`config.mk`:
```
export PLATFORM = sky130hd
export DESIGN_NAME = uart_tx_sched
export DESIGN_NICKNAME = d
export VERILOG_FILES = /design/src/rtl/uart_tx_sched_pkg.sv /design/src/rtl/uart_tx_sched_arb.sv /design/src/rtl/uart_tx_sched.sv
export SDC_FILE = /design/constraint.sdc
export NUM_CORES = 1
export LEC_CHECK = 0
export BUFFER_PORTS_ARGS = -buffer_cell sky130_fd_sc_hd__buf_4
export CAP_MARGIN = 20
export CORE_MARGIN = 3
export CORE_UTILIZATION = 46
export CTS_BUF_LIST = sky130_fd_sc_hd__clkbuf_8
export DETAILED_ROUTE_END_ITERATION = 8
export PLACE_DENSITY = 0.78
export SYNTH_ARGS = -nofsm -noshare
export SYNTH_HDL_FRONTEND = slang
export SYNTH_SLANG_ARGS = --single-unit
```
`constraint.sdc`:
```
create_clock -name CLK -period 1.45 [get_ports CLK]
set_clock_uncertainty 0.05 [all_clocks]
set_input_delay 0.145 -clock CLK [delete_from_list [all_inputs] [get_ports CLK]]
set_output_delay 0.145 -clock CLK [all_outputs]
set_load 0.005 [all_outputs]
```
`src/rtl/uart_tx_sched_pkg.sv`:
```
// Shared constants for the UART transmit scheduler: FSM state encoding,
// request length encoding and the timeout counter width helper.
package uart_tx_sched_pkg;

  localparam logic [1:0] ST_IDLE    = 2'd0;
  localparam logic [1:0] ST_SEND    = 2'd1;
  localparam logic [1:0] ST_WAIT_HI = 2'd2;
  localparam logic [1:0] ST_WAIT_LO = 2'd3;

  localparam logic LEN_1B = 1'b0;
  localparam logic LEN_2B = 1'b1;

  function automatic int cnt_width(input int n);
    return (n <= 2) ? 1 : $clog2(n);
  endfunction

endpackage

```
`src/rtl/uart_tx_sched_arb.sv`:
```
// Requester arbiter for uart_tx_sched. Fixed priority (requester 0 highest)
// by default; round-robin with a wrapping pointer when UART_TX_SCHED_RR_EN is defined.
module uart_tx_sched_arb
  import uart_tx_sched_pkg::*;
#(
  parameter int NUM_REQ = 2
) (
`ifdef UART_TX_SCHED_RR_EN
  input  logic               CLK,
  input  logic               RST,
  input  logic               take,
`endif
  input  logic [NUM_REQ-1:0] req,
  output logic [NUM_REQ-1:0] grant
);

`ifdef UART_TX_SCHED_RR_EN
  localparam int PTR_W = (NUM_REQ > 2) ? 2 : 1;

  logic [PTR_W-1:0] ptr;
  logic [PTR_W-1:0] next_ptr;
  logic             found;
  int               idx;

  // Search starts at the pointer and wraps, so the last winner goes to the back.
  always_comb begin
    grant    = '0;
    next_ptr = ptr;
    found    = 1'b0;
    idx      = 0;
    for (int off = 0; off < NUM_REQ; off++) begin
      idx = (int'(ptr) + off) % NUM_REQ;
      if (!found && req[idx]) begin
        found      = 1'b1;
        grant[idx] = 1'b1;
        next_ptr   = PTR_W'((idx + 1) % NUM_REQ);
      end
    end
  end

  always_ff @(posedge CLK or negedge RST) begin
    if (!RST) begin
      ptr <= '0;
    end else if (take) begin
      ptr <= next_ptr;
    end
  end
`else
  logic found;

  always_comb begin
    grant = '0;
    found = 1'b0;
    for (int i = 0; i < NUM_REQ; i++) begin
      if (!found && req[i]) begin
        found    = 1'b1;
        grant[i] = 1'b1;
      end
    end
  end
`endif

endmodule

```
`src/rtl/uart_tx_sched.sv`:
```
// Transmit scheduler sharing one UART TX serializer between NUM_REQ requesters.
// Optional round-robin arbitration is enabled with the UART_TX_SCHED_RR_EN macro.
module uart_tx_sched
  import uart_tx_sched_pkg::*;
#(
  parameter int DATA_WIDTH   = 8,
  parameter int NUM_REQ      = 2,
  parameter int BUSY_TIMEOUT = 16
) (
  input  logic                            CLK,
  input  logic                            RST,
  input  logic [NUM_REQ-1:0]              req_valid,
  input  logic [NUM_REQ*2*DATA_WIDTH-1:0] req_data,
  input  logic [NUM_REQ-1:0]              req_len,
  output logic [NUM_REQ-1:0]              req_ready,
  input  logic                            tx_busy,
  output logic                            tx_valid,
  output logic [DATA_WIDTH-1:0]           tx_data,
  output logic                            sched_idle
);

  localparam int                CNT_W    = cnt_width(BUSY_TIMEOUT);
  localparam logic [CNT_W-1:0]  CNT_LAST = CNT_W'(BUSY_TIMEOUT - 2);

  logic [1:0]              state;
  logic                    byte_idx;
  logic [CNT_W-1:0]        cnt;
  logic [2*DATA_WIDTH-1:0] shadow_data;
  logic                    shadow_len;

  logic                    can_grant;
  logic                    take;
  logic [NUM_REQ-1:0]      grant;
  logic [2*DATA_WIDTH-1:0] gnt_data;
  logic                    gnt_len;

  assign can_grant = (state == ST_IDLE) && !tx_busy;
  assign take      = can_grant && (|req_valid);

  uart_tx_sched_arb #(
    .NUM_REQ (NUM_REQ)
  ) u_arb (
`ifdef UART_TX_SCHED_RR_EN
    .CLK   (CLK),
    .RST   (RST),
    .take  (take),
`endif
    .req   (req_valid & {NUM_REQ{can_grant}}),
    .grant (grant)
  );

  always_comb begin
    gnt_data = '0;
    gnt_len  = LEN_1B;
    for (int i = 0; i < NUM_REQ; i++) begin
      if (grant[i]) begin
        gnt_data = req_data[i*2*DATA_WIDTH +: 2*DATA_WIDTH];
        gnt_len  = req_len[i];
      end
    end
  end

  // tx_valid/tx_data are loaded on every transition into SEND, so the pulse
  // lines up with the SEND cycle and tx_data holds until the next byte.
  always_ff @(posedge CLK or negedge RST) begin
    if (!RST) begin
      state       <= ST_IDLE;
      req_ready   <= '0;
      tx_valid    <= 1'b0;
      tx_data     <= '0;
      sched_idle  <= 1'b1;
      byte_idx    <= 1'b0;
      cnt         <= '0;
      shadow_data <= '0;
      shadow_len  <= LEN_1B;
    end else begin
      req_ready <= '0;
      tx_valid  <= 1'b0;
      case (state)
        ST_IDLE: begin
          if (take) begin
            req_ready   <= grant;
            shadow_data <= gnt_data;
            shadow_len  <= gnt_len;
            byte_idx    <= 1'b0;
            tx_data     <= gnt_data[DATA_WIDTH-1:0];
            tx_valid    <= 1'b1;
            sched_idle  <= 1'b0;
            state       <= ST_SEND;
          end
        end
        ST_SEND: begin
          cnt   <= '0;
          state <= ST_WAIT_HI;
        end
        ST_WAIT_HI: begin
          if (tx_busy) begin
            state <= ST_WAIT_LO;
          end else begin
            cnt <= cnt + CNT_W'(1);
            if (cnt == CNT_LAST) begin
              tx_valid <= 1'b1;
              state    <= ST_SEND;
            end
          end
        end
        ST_WAIT_LO: begin
          if (!tx_busy) begin
            if (byte_idx == shadow_len) begin
              sched_idle <= 1'b1;
              state      <= ST_IDLE;
            end else begin
              byte_idx <= 1'b1;
              tx_data  <= shadow_data[2*DATA_WIDTH-1:DATA_WIDTH];
              tx_valid <= 1'b1;
              state    <= ST_SEND;
            end
          end
        end
        default: begin
          sched_idle <= 1'b1;
          state      <= ST_IDLE;
        end
      endcase
    end
  end

endmodule
```
# Word level (Yosys, flattened, before mapping)
# Cells that the tools add are included.
# word_totals
register_bits,36
out_inout_bits,12
word_cells,69
# op_classes
n_addsub,1
n_eq_ne,11
muxes,33
n_bitwise,1
reduce_logical,14
# ops
op,count
$mux W16,2
$mux W8,3
$pmux W8 S2,1
$mux W1,15
$mux W2,6
$ne A2 B2 Y1 const B,5
$pmux W2 S4,1
$pmux W4 S2,1
$reduce_and A4 Y1,2
$add A4 B1 Y4 const B,1
$eq A2 B2 Y1 const B,2
$eq A4 B4 Y1 const B,1
$mux W4,1
$pmux W1 S2,2
$reduce_and A2 Y1,2
$reduce_bool A2 Y1,2
$logic_and A1 B1 Y1,3
$ne A3 B3 Y1 const B,1
$pmux W1 S3,1
$reduce_and A3 Y1,1
$and A2 B2 Y2,1
$eq A2 B1 Y1 const B,1
$logic_not A1 Y1,2
$logic_not A2 Y1,1
2 further kinds,2

# Longest topological paths before layout
# Gate-level depths: netlist of run 1.
# logic_depth
depth_word,10
ltp_mapped,7
mapped_depth_nobuf,6

# Hierarchy
# From an unflattened synthesis of run 1, not the netlist that was laid out.
# unflattened
hier_cells,140
hier_area_um2,1582.8
# by_module_without_submodules
mod,n_inst,cells_each,area_per_inst_um2,seq_area_each_um2
uart_tx_sched,1,138,1561.5,701.9
uart_tx_sched_arb,1,2,21.3,0.0

# Worst setup path before layout of run 1
# No wires, ideal clock.
# synth_timing
path_kind,register to register
start,register state[1]
end,register tx_data[7]
arrival_ns,1.277
t_required_ns,1.269
setup_slack_ns,-0.008
stages_incl_launch_ff,6
path_buffers,2
synth_period_minus_slack_ns,1.458
path_cell_list,dfrtp_1 -> and2_1 -> buf_6 -> a32oi_2 -> buf_6 -> o31ai_1
# synth_via
elab_chain_len,10
# synth_lines
item,line_no,rtl
start: declaration,uart_tx_sched.sv:25,logic [1:0] state;
start signal: assignment,uart_tx_sched.sv:67,state <= ST_IDLE;
start signal: assignment,uart_tx_sched.sv:89,state <= ST_SEND;
start signal: assignment,uart_tx_sched.sv:94,state <= ST_WAIT_HI;
$logic_not A2 Y1,"uart_tx_sched.sv:37, uart_tx_sched.sv:79",
$logic_and A1 B1 Y1,uart_tx_sched.sv:37,assign can_grant = (state == ST_IDLE) && !tx_busy;
$and A2 B2 Y2,uart_tx_sched.sv:48,".req (req_valid & {NUM_REQ{can_grant}}),"
$mux W1,uart_tx_sched_arb.sv:55,if (!found && req[i]) begin
$logic_not A1 Y1,uart_tx_sched_arb.sv:55,
$logic_and A1 B1 Y1,uart_tx_sched_arb.sv:55,
$mux W1,uart_tx_sched_arb.sv:55,
$mux W16,uart_tx_sched.sv:56,if (grant[i]) begin
$mux W8,uart_tx_sched.sv:81,if (take) begin
$pmux W8 S2,uart_tx_sched.sv:79,case (state)
end signal: assignment,uart_tx_sched.sv:86,tx_data <= gnt_data[DATA_WIDTH-1:0];
end signal: assignment,uart_tx_sched.sv:114,tx_data <= shadow_data[2*DATA_WIDTH-1:DATA_WIDTH];
end: declaration,uart_tx_sched.sv:18,"output logic [DATA_WIDTH-1:0] tx_data,"
# Parallel ways exist; a longest one is shown, timed or not. The select of a mux whose other input is x is not followed.
# A chain may end at the register's enable or synchronous reset.

# Final worst setup path of run 1
# layout_timing
start,register state[0]
end,register tx_data[4]
# The elaborated chain is that of the path after synthesis.

==> results of run 1 <==
cells in the final DEF, fill, tap and decap left out, drive strengths merged, types with 2 or more instances in the layout:
cell type,synthesis,routed
a21oi,6,6
a221oi,8,8
a222oi,9,9
and3,2,4
buf,7,60
clkbuf,2,5
dfrtp,27,27
ha,2,2
inv,14,13
nand2,14,14
nand3,3,3
nor2,11,11
nor3,3,3
o211ai,2,2
o21ai,7,7
o31ai,8,8
o32ai,2,2
per-stage QoR:
| stage | instances | setup TNS, ns |
|---|---|---|
| after floorplan | 137 | -0.05877 |
| after global placement | 214 | 0 |
| after detailed placement | 214 | -0.3240 |
| after CTS | 221 | -0.01859 |
| after global routing | 227 | -0.7886 |
| final | 227 | -0.02972 |
report_power, final:
group	switching (mW)	leakage, nW	internal, mW
registers	0.234	0.356	1.08
logic	0.829	0.599	0.768
clock network	0.239	0.0288	0.243
layout make-up:
cell class / count / area, um^2 / share of cell area, %
tap: 31 / 38.79 / 1.928
sequential: 28 / 701.9 / 34.89
inverter: 14 / 56.30 / 2.799
timing repair buffer: 62 / 514.2 / 25.56
clock buffer: 4 / 55.05 / 2.736
multi-input combinational: 88 / 645.6 / 32.09
state kept, by name (all words and copies together), names as in the netlist:
register	flops
byte_idx	1
state	2
cnt	4
shadow_data	8
tx_valid	1
tx_data	8
sched_idle	1
req_ready	2
shadow_len	1
per-layer routing:
layer	wire (um)	share of wire, %	GRT usage (%)
met1	1685	42	28.13
met2	1967	49	31.42
met3	266	6.7	3.983
met4	76	1.9	8.359
met5	0	0	0
cells by family after synthesis:
family | after synthesis | share of synthesized area (%)
AND/OR/NAND/NOR | 37 | 12.47
adder cells (fa/ha/maj) | 2 | 1.793
buffers and inverters | 23 | 9.058
AO/OA/AOI/OAI | 46 | 25.74
flip-flops | 28 | 50.31
XOR/XNOR | 1 | 0.6279
critical path, cell delays in order (launching register included):
cell,delay [ns]
dfrtp_1,0.43
nor2_4,0.23
and3_4,0.26
buf_4,0.12
a221oi_1,0.07
o31ai_1,0.22
path summary, 6_finish.rpt:
kind / startpoint / end / depth (start not counted)
setup / recovery: state[0] / tx_data[4] / 5
hold / removal: req_data[24] / shadow_data[8] / 3
setup reg to reg: state[0] / tx_data[4] / 5
hold reg to reg: tx_data[4] / tx_data[4] / 2
max in group asynchronous: RST / sched_idle / 2
min in group asynchronous: RST / tx_data[5] / 2
what timing repair did:
action,4_1_cts,5_1_grt
setup endpoints to repair,14,17
hold buffers,1,0
endpoints found under the hold margin,27,0
pin swaps,6,12
cloned,0,4
resized for setup,2,18
setup buffers,2,3
==> metrics, run 1 <==
first-pass GRT wire length=5616 um; Detailed Place HPWL=2637 um; vias in the first global route=1219; Synth Cell Area=1395 um^2; largest net degree at the start of global routing=29; CP max FO=7; DRC violations left=0; Routed wire per std cell=17.60 um; final setup violation count=2; Syn Area/Cell=10.18 um^2; Yosys reg bits=28; final hold viol count=0; CTS sink cnt=28; fin worst setup slack=-0.02518 ns; Setup WS pre-CTS=-0.08277 ns; I/O Pins=51; Util after Layout=between 70% and 80%; Yosys top cell area share=48.43%; most common cell in the synthesized netlist=dfrtp_1; period utilization=101.7%; Max VDD drop=1.085 mV; slew margin rel.=76.25%; failing checks=setup timing; PD cells=approximately 1700 nW/um^2; via count=1365; Worst Max-Slew Pin Slew=0.3562 ns; share of layout cells above drive strength 1=about 42%; DIE AREA=~3700 um^2; RSZ-0062 raised after global routing=yes; Leakage=0.9834 nW; die width=around 61 um; outcome=complete, but fails checks; sequential area share after synthesis=between 50 and 60%; fin nets=238; area delta synth->final=44.22%; Max Clk Rate=0.6779 GHz; Critical Path End Type=register; placed inst area=1798 um^2; number of routed nets with antenna violations=0; Yosys top cell by area=dfrtp_1; fin area=between 2000 and 2500 um^2; Total Power=3.394 mW; starting density of the core=49.31%; WL final=~4000 um; chip height=61.07 um; # Max-Cap Violations=0; drt pass-1 iters=7; clock buffer count from CTS=3; WP data required=1.59 ns; worst skew pair latency=~0.27 ns; FFs w/ async S/R, synth=100.0%; TritonCTS clock tree=yes; critical path class=register to register; GRT Total Usage=20.35%; Root Buffer=clkbuf_8; n_diodes=0; Port Buffers=50; startpoint types=register; row count=19; top post-synthesis cells by area=dfrtp_1, a222oi_1, a221oi_1; Core Region=2829 um^2; First DRT Iteration DRCs=146; Syn Nets=178; initial antenna violation count=0; EDFF count, synth=0; worst min-delay path class=primary input to register; final max-slew violation count=0; WHS=0.02965 ns; top_reg_cell synth=dfrtp_1; R2R Setup Slk=-0.03 ns; GP Congestion=0.8943; Fillers=186; Reg clk slew, reported paths=around 0.090 ns; gr ovfl total=0; CP arrival=1.61 ns; Tmin final=around 1.5 ns; vias per cell=around 6; Clock Tree Buf Depth=2; post-synthesis cell count=137; Yosys warnings=0; commonest cells in the netlist=dfrtp_1, inv_1, nand2_1; Netlist cell types=30; H-Tree Depth=1
Note: power is estimated with default switching activity, not from simulation.
==> run 2: changes to the inputs <==
CORE_UTILIZATION = 44   (was 46)
CTS_BUF_LIST = not set   (was sky130_fd_sc_hd__clkbuf_8)
PLACE_DENSITY = 0.75   (was 0.78)
==> run 2 against run 1 <==
Against the previous run:
- the run still ends with setup timing left
- first-iteration DRC count fell by 13%
- final cell count up 14%
- via count rose by 9.5%
- critical path depth stayed put
- flip-flop and latch count unchanged
- critical endpoint is now tx_data[1]
- utilization is 6.0 points higher
- combinational power grew 6%
- sequential share of layout area shrank 3.2 points
- worst setup slack worse by 0.066 ns
- worst hold slack worse by 0.026 ns
- fmax decreased by 4.3%
==> metrics, run 2 (synthesis results as in run 1) <==
period utilization=106.3%; Critical Path End Type=register; worst min-delay path class=primary input to register; commonest non-fill, non-tap cells in the layout=buf_4, dfrtp_1, dlygate4sd3_1; routing usage on met3=5.225%; H-Tree Depth=1; critical path class=register to register; final max-slew violation count=0; Slowest cell on crit path=dfrtp_2; RSZ-0062 raised after global routing=yes; Detailed Place HPWL=between 2000 and 3000 um; slew margin rel.=about three quarters; Tmin final=roughly 1.5 ns; clock buffer count from CTS=3; gr busiest metal=met2; vias per cell=5.795; leading cell type in the layout, fill and taps excluded=buf_4; fin nets=about 260; Port Buffers=50; Fillers=183; PD cells=1589 nW/um^2; area of the multi-input gates=approximately 610 um^2; DRC violations left=0; I/O Pins=just over 50; Clock Tree Buf Depth=2; via count=~1500; starting density of the core=48.50%; Reg clk slew, reported paths=0.16 ns; Total Power=around 3.5 mW; Max VDD drop=1.074 mV; first-pass GRT wire length=about 6700 um; vias in the first global route=1341; # Max-Cap Violations=0; final hold viol count=0; n_diodes=0; WL final=4541 um; GRT Total Usage=21.51%; FF/Latch Area=703.2 um^2; worst skew pair latency=between 0.3 and 0.4 ns; area delta synth->final=58.92%; fin worst setup slack=-0.09140 ns; GR Util met2=33.47%; Core Region=about 2900 um^2; startpoint types=register; drt pass-1 iters=5; initial antenna violation count=0; Routed wire per std cell=17.60 um; First DRT Iteration DRCs=127; Worst Max-Slew Pin Slew=0.3627 ns; number of routed nets with antenna violations=0; largest net degree at the start of global routing=29; CP arrival=1.74 ns; gr ovfl total=0; WHS=0.003888 ns; failing checks=setup timing; Max Clk Rate=0.6488 GHz; Util after Layout=between 70% and 80%; worst path cell trace=nor2_4 -> and3_4 -> clkbuf_16 -> a221oi_1 -> o31ai_1; DIE AREA=slightly below 4000 um^2; WP data required=1.65 ns; die width=62.31 um; biggest regs=shadow_data: 8 flops, tx_data: 8 flops, cnt: 4 flops; GP Congestion=roughly 0.79; met1 Use GR=29.69%; Leakage=1.072 nW; CTS sink cnt=28; share of layout cells above drive strength 1=37.96%; final setup violation count=12; outcome=complete, but fails checks; Setup WS pre-CTS=-0.04220 ns; chip height=62.31 um; Root Buffer=clkbuf_4; row count=19; CP max FO=6; slowest stage delay, CP=0.47 ns; TritonCTS clock tree=yes
[run 2: cell type report]
type | count | share of cell area [%]
multi-input combinational | 87 | 27.60
inverter | 14 | 2.370
sequential | 28 | 31.72
tap | 42 | 2.370
clock buffer | 3 | 1.016
clock inverter | 1 | 1.354
timing repair buffer | 83 | 33.58
[run 2: per-layer routing]
layer	vias up	part of all wire (%)	wire, um
li1	675	-	-
met1	720	41	1845
met2	84	48	2200
met3	16	8.1	366
met4	0	2.8	129
met5	-	0	0
[run 2: what timing repair did]
| item | CTS | global route |
|---|---|---|
| gates cloned | 0 | 3 |
| setup buffers | 4 | 3 |
| setup endpoints to repair | 14 | 21 |
| endpoints found under the hold margin | 37 | 1 |
| hold buffers | 17 | 1 |
| pin swaps | 5 | 10 |
| gates resized for setup | 2 | 9 |
[run 2: report_power, final]
group          internal, mW  total (mW)  switching (mW)  leakage [nW]
sequential             1.08        1.31           0.233         0.355
combinational         0.823        1.69           0.867         0.689
clock                 0.280       0.518           0.238        0.0279
[run 2: critical path, delay by kind of cell, from the launching register on]
kind                   cells  cell delay, ns
flip-flops                 1            0.47
buffers and inverters      1            0.16
AO/OA/AOI/OAI              2            0.33
AND/OR/NAND/NOR            2            0.45
[run 2: worst paths after layout]
check	start	to	slack, ns	cells past startpoint
min in group asynchronous	RST	shadow_data[11]	0.18	2
worst max-delay path	state[1]	tx_data[1]	-0.09	5
worst min register to register	tx_data[5]	tx_data[5]	0.45	2
worst max register to register	state[1]	tx_data[1]	-0.09	5
worst min-delay path	req_data[10]	shadow_data[10]	0.004	3
max in group asynchronous	RST	sched_idle	0.85	2
[run 2: per-stage QoR]
stage               setup TNS (ns)  std cells  instance area (um^2)
floorplan                 -0.05877        137                  1395
global placement                 0        226                  1819
detailed placement         -0.1592        226                  1819
CTS                       -0.02846        251                  2082
global route                -1.381        258                  2217
finish                     -0.3984        258                  2217
==> run 3: changes to the inputs <==
ABC_AREA = 1   (was not set)
==> run 3 against run 2 <==
Against the previous run:
- the flow now finishes without violations
- register-to-register slack improved by 0.17 ns
- clock-buffer cell count unchanged
- final cell count increased by 22%
- worst setup slack improved by 0.17 ns
- wire length decreased by 17%
- utilization decreased by 4.5 points
- area after synthesis increased by 4.2%
- combinational power decreased by 13%
- power decreased by 7.9%
- critical path depth increased by 2
- non-clock buffer count decreased by 1
- global-route usage decreased by 2.4 points
- largest cell class is now multi-input combinational cells
==> metrics, run 3 <==
outcome=complete, no violations; I/O Pins=51; Slowest cell on crit path=dfrtp_2; Detailed Place HPWL=2507 um; Yosys top cell area share=46.47%; worst skew pair latency=0.34 ns; PD cells=1441 nW/um^2; Total Power=3.244 mW; Leakage=1.195 nW; Routed wire per std cell=11.98 um; vias in the first global route=1398; Max VDD drop=0.7513 mV; metal1 wirelength=1677 um; Netlist cell types=27; drt pass-1 iters=4; worst path cell trace=nor2_4 -> inv_2 -> a21oi_2 -> nor2_2 -> nand2_2 -> nand2_1 -> nand2_1; vias per cell=4.741; Critical Path End Type=register; fin nets=314; RSZ-0062 raised after global routing=yes; Yosys reg bits=28; first-pass GRT wire length=6161 um; routed wl met2=1804 um; Reg clk slew, reported paths=0.16 ns; Port Buffers=50; share of layout cells above drive strength 1=31.99%; Worst Max-Slew Pin Slew=0.3615 ns; CP bufs+invs=1; critical path class=register to register; starting density of the core=46.85%; biggest regs=shadow_data: 8 flops, tx_data: 8 flops, cnt: 4 flops; Max Clk Rate=between 0.7 and 0.8 GHz; fin area=2251 um^2; DRC violations left=0; Worst path most repeated cell=nand2_1; area delta synth->final=54.82%; TritonCTS clock tree=yes; slowest stage delay, CP=0.49 ns; WP data required=1.70 ns; EDFF count, synth=0; Yosys top cell by area=dfrtp_1; Core Region=3103 um^2; FFs w/ async S/R, synth=between 90% and 100%; WL final=3785 um; Syn Nets=229; Fillers=259; number of routed nets with antenna violations=0; top_reg_cell synth=dfrtp_1; leading cell type in the layout, fill and taps excluded=nand2_1; Clock Tree Buf Depth=2; H-Tree Depth=1; initial antenna violation count=0; routed wl met3=roughly 190 um; gr ovfl total=0; period utilization=94.73%; DIE AREA=4030 um^2; GP Congestion=roughly 0.83; chip height=~63 um; n_diodes=0; Tmin final=1.374 ns; commonest cells in the netlist=nand2_1, dfrtp_1, nand3_1; Synth Cell Area=roughly 1500 um^2; First DRT Iteration DRCs=83; GRT Total Usage=19.15%; post-synthesis cell count=around 190; area of the multi-input gates=711.9 um^2; Yosys warnings=0; largest net degree at the start of global routing=29; delay-heaviest family, CP=simple AND/OR/NAND/NOR gates; final setup violation count=0; # Max-Cap Violations=0; clock buffer count from CTS=3; via count=1498; CTS sink cnt=28; CP arrival=1.62 ns; worst min-delay path class=primary input to register; Syn Area/Cell=7.733 um^2; most common cell in the synthesized netlist=nand2_1; top post-synthesis cells by area=dfrtp_1, nand2_1, nand3_1; CP max FO=10; Highest Signal Layer=met4; final max-slew violation count=0; row count=20; die width=about 63 um; slew margin rel.=75.90%; sequential area share after synthesis=48.28%; commonest non-fill, non-tap cells in the layout=nand2_1, buf_4, dfrtp_1; placed inst area=1943 um^2; final hold viol count=0; startpoint types=register; Root Buffer=clkbuf_4; FF/Latch Area=704.4 um^2
[run 3: cell count changes in the layout (fill, tap and decap cells not counted), sizes merged, moves of 5 or more]
cell | before | now
o31ai | 8 | 0
a222oi | 9 | 0
inv | 14 | 9
nand2 | 14 | 99
nand3 | 3 | 24
a221oi | 8 | 0
[run 3: logic make-up after synthesis]
logic type,after synthesis,synth area share (%)
AND/OR/NAND/NOR,135,40.71
flip-flops,28,48.28
buffers and inverters,12,3.959
AO/OA/AOI/OAI,10,4.648
adder cells (fa/ha/maj),2,1.721
multiplexers,1,0.6885
[run 3: worst paths after layout]
kind / cells past startpoint / slack (ns) / to / start
min in group asynchronous: 2 / 0.18 / tx_data[3] / RST
worst max-delay path: 7 / 0.08 / tx_data[2] / state[0]
max in group asynchronous: 2 / 0.87 / sched_idle / RST
worst min-delay path: 5 / 0.04 / tx_data[1] / req_data[17]
worst max register to register: 7 / 0.08 / tx_data[2] / state[0]
worst min register to register: 1 / 0.43 / cnt[3] / cnt[3]
[run 3: final cells by class]
cell class,count,share of cell area [%]
multi-input cells,148,31.63
flip-flops and latches,28,31.30
repair buffers,82,30.57
well taps,44,2.446
inverters,10,1.723
clock inverters,1,1.334
clock buffers,3,1.001
[run 3: timing repair]
action / CTS / global route
endpoints found under the setup margin: 0 / 20
hold endpoints to repair: 37 / 0
gates resized for setup: 0 / 6
setup buffers: 0 / 6
hold buffers: 19 / 0
[run 3: metrics by stage]
step / hold slack (ns) / TNS, ns / util [%] / setup WS (ns) / std cells
floorplan: -0.2006 / 0 / - / 0.1587 / 188
CTS: 0.03687 / 0 / 70.44 / 0.02258 / 310
global placement: 0.03266 / 0 / 62.62 / 0.09963 / 287
finish: 0.03683 / 0 / 72.54 / 0.07635 / 316
detailed placement: 0.03625 / 0 / 62.62 / 0.07569 / 287
global route: 0.04598 / -0.1793 / 72.54 / -0.04838 / 316
[run 3: power breakdown]
group	switching (mW)	internal [mW]
sequential	0.196	1.05
combinational	0.791	0.678
clock	0.249	0.280
total	1.24	2.01
[run 3: worst reg2reg max path: stages (launching register included)]
cell and delay (ns):
dfrtp_2 0.49, nor2_4 0.18, inv_2 0.10, a21oi_2 0.13, nor2_2 0.08, nand2_2 0.15
nand2_1 0.08, nand2_1 0.07
[run 3: per-layer routing]
layer | vias up | global-route usage, %
met2 | 52 | 30.51
met3 | 10 | 2.139
li1 | 766 | -
met1 | 670 | 26.04
met5 | - | 0
met4 | 0 | 8.625
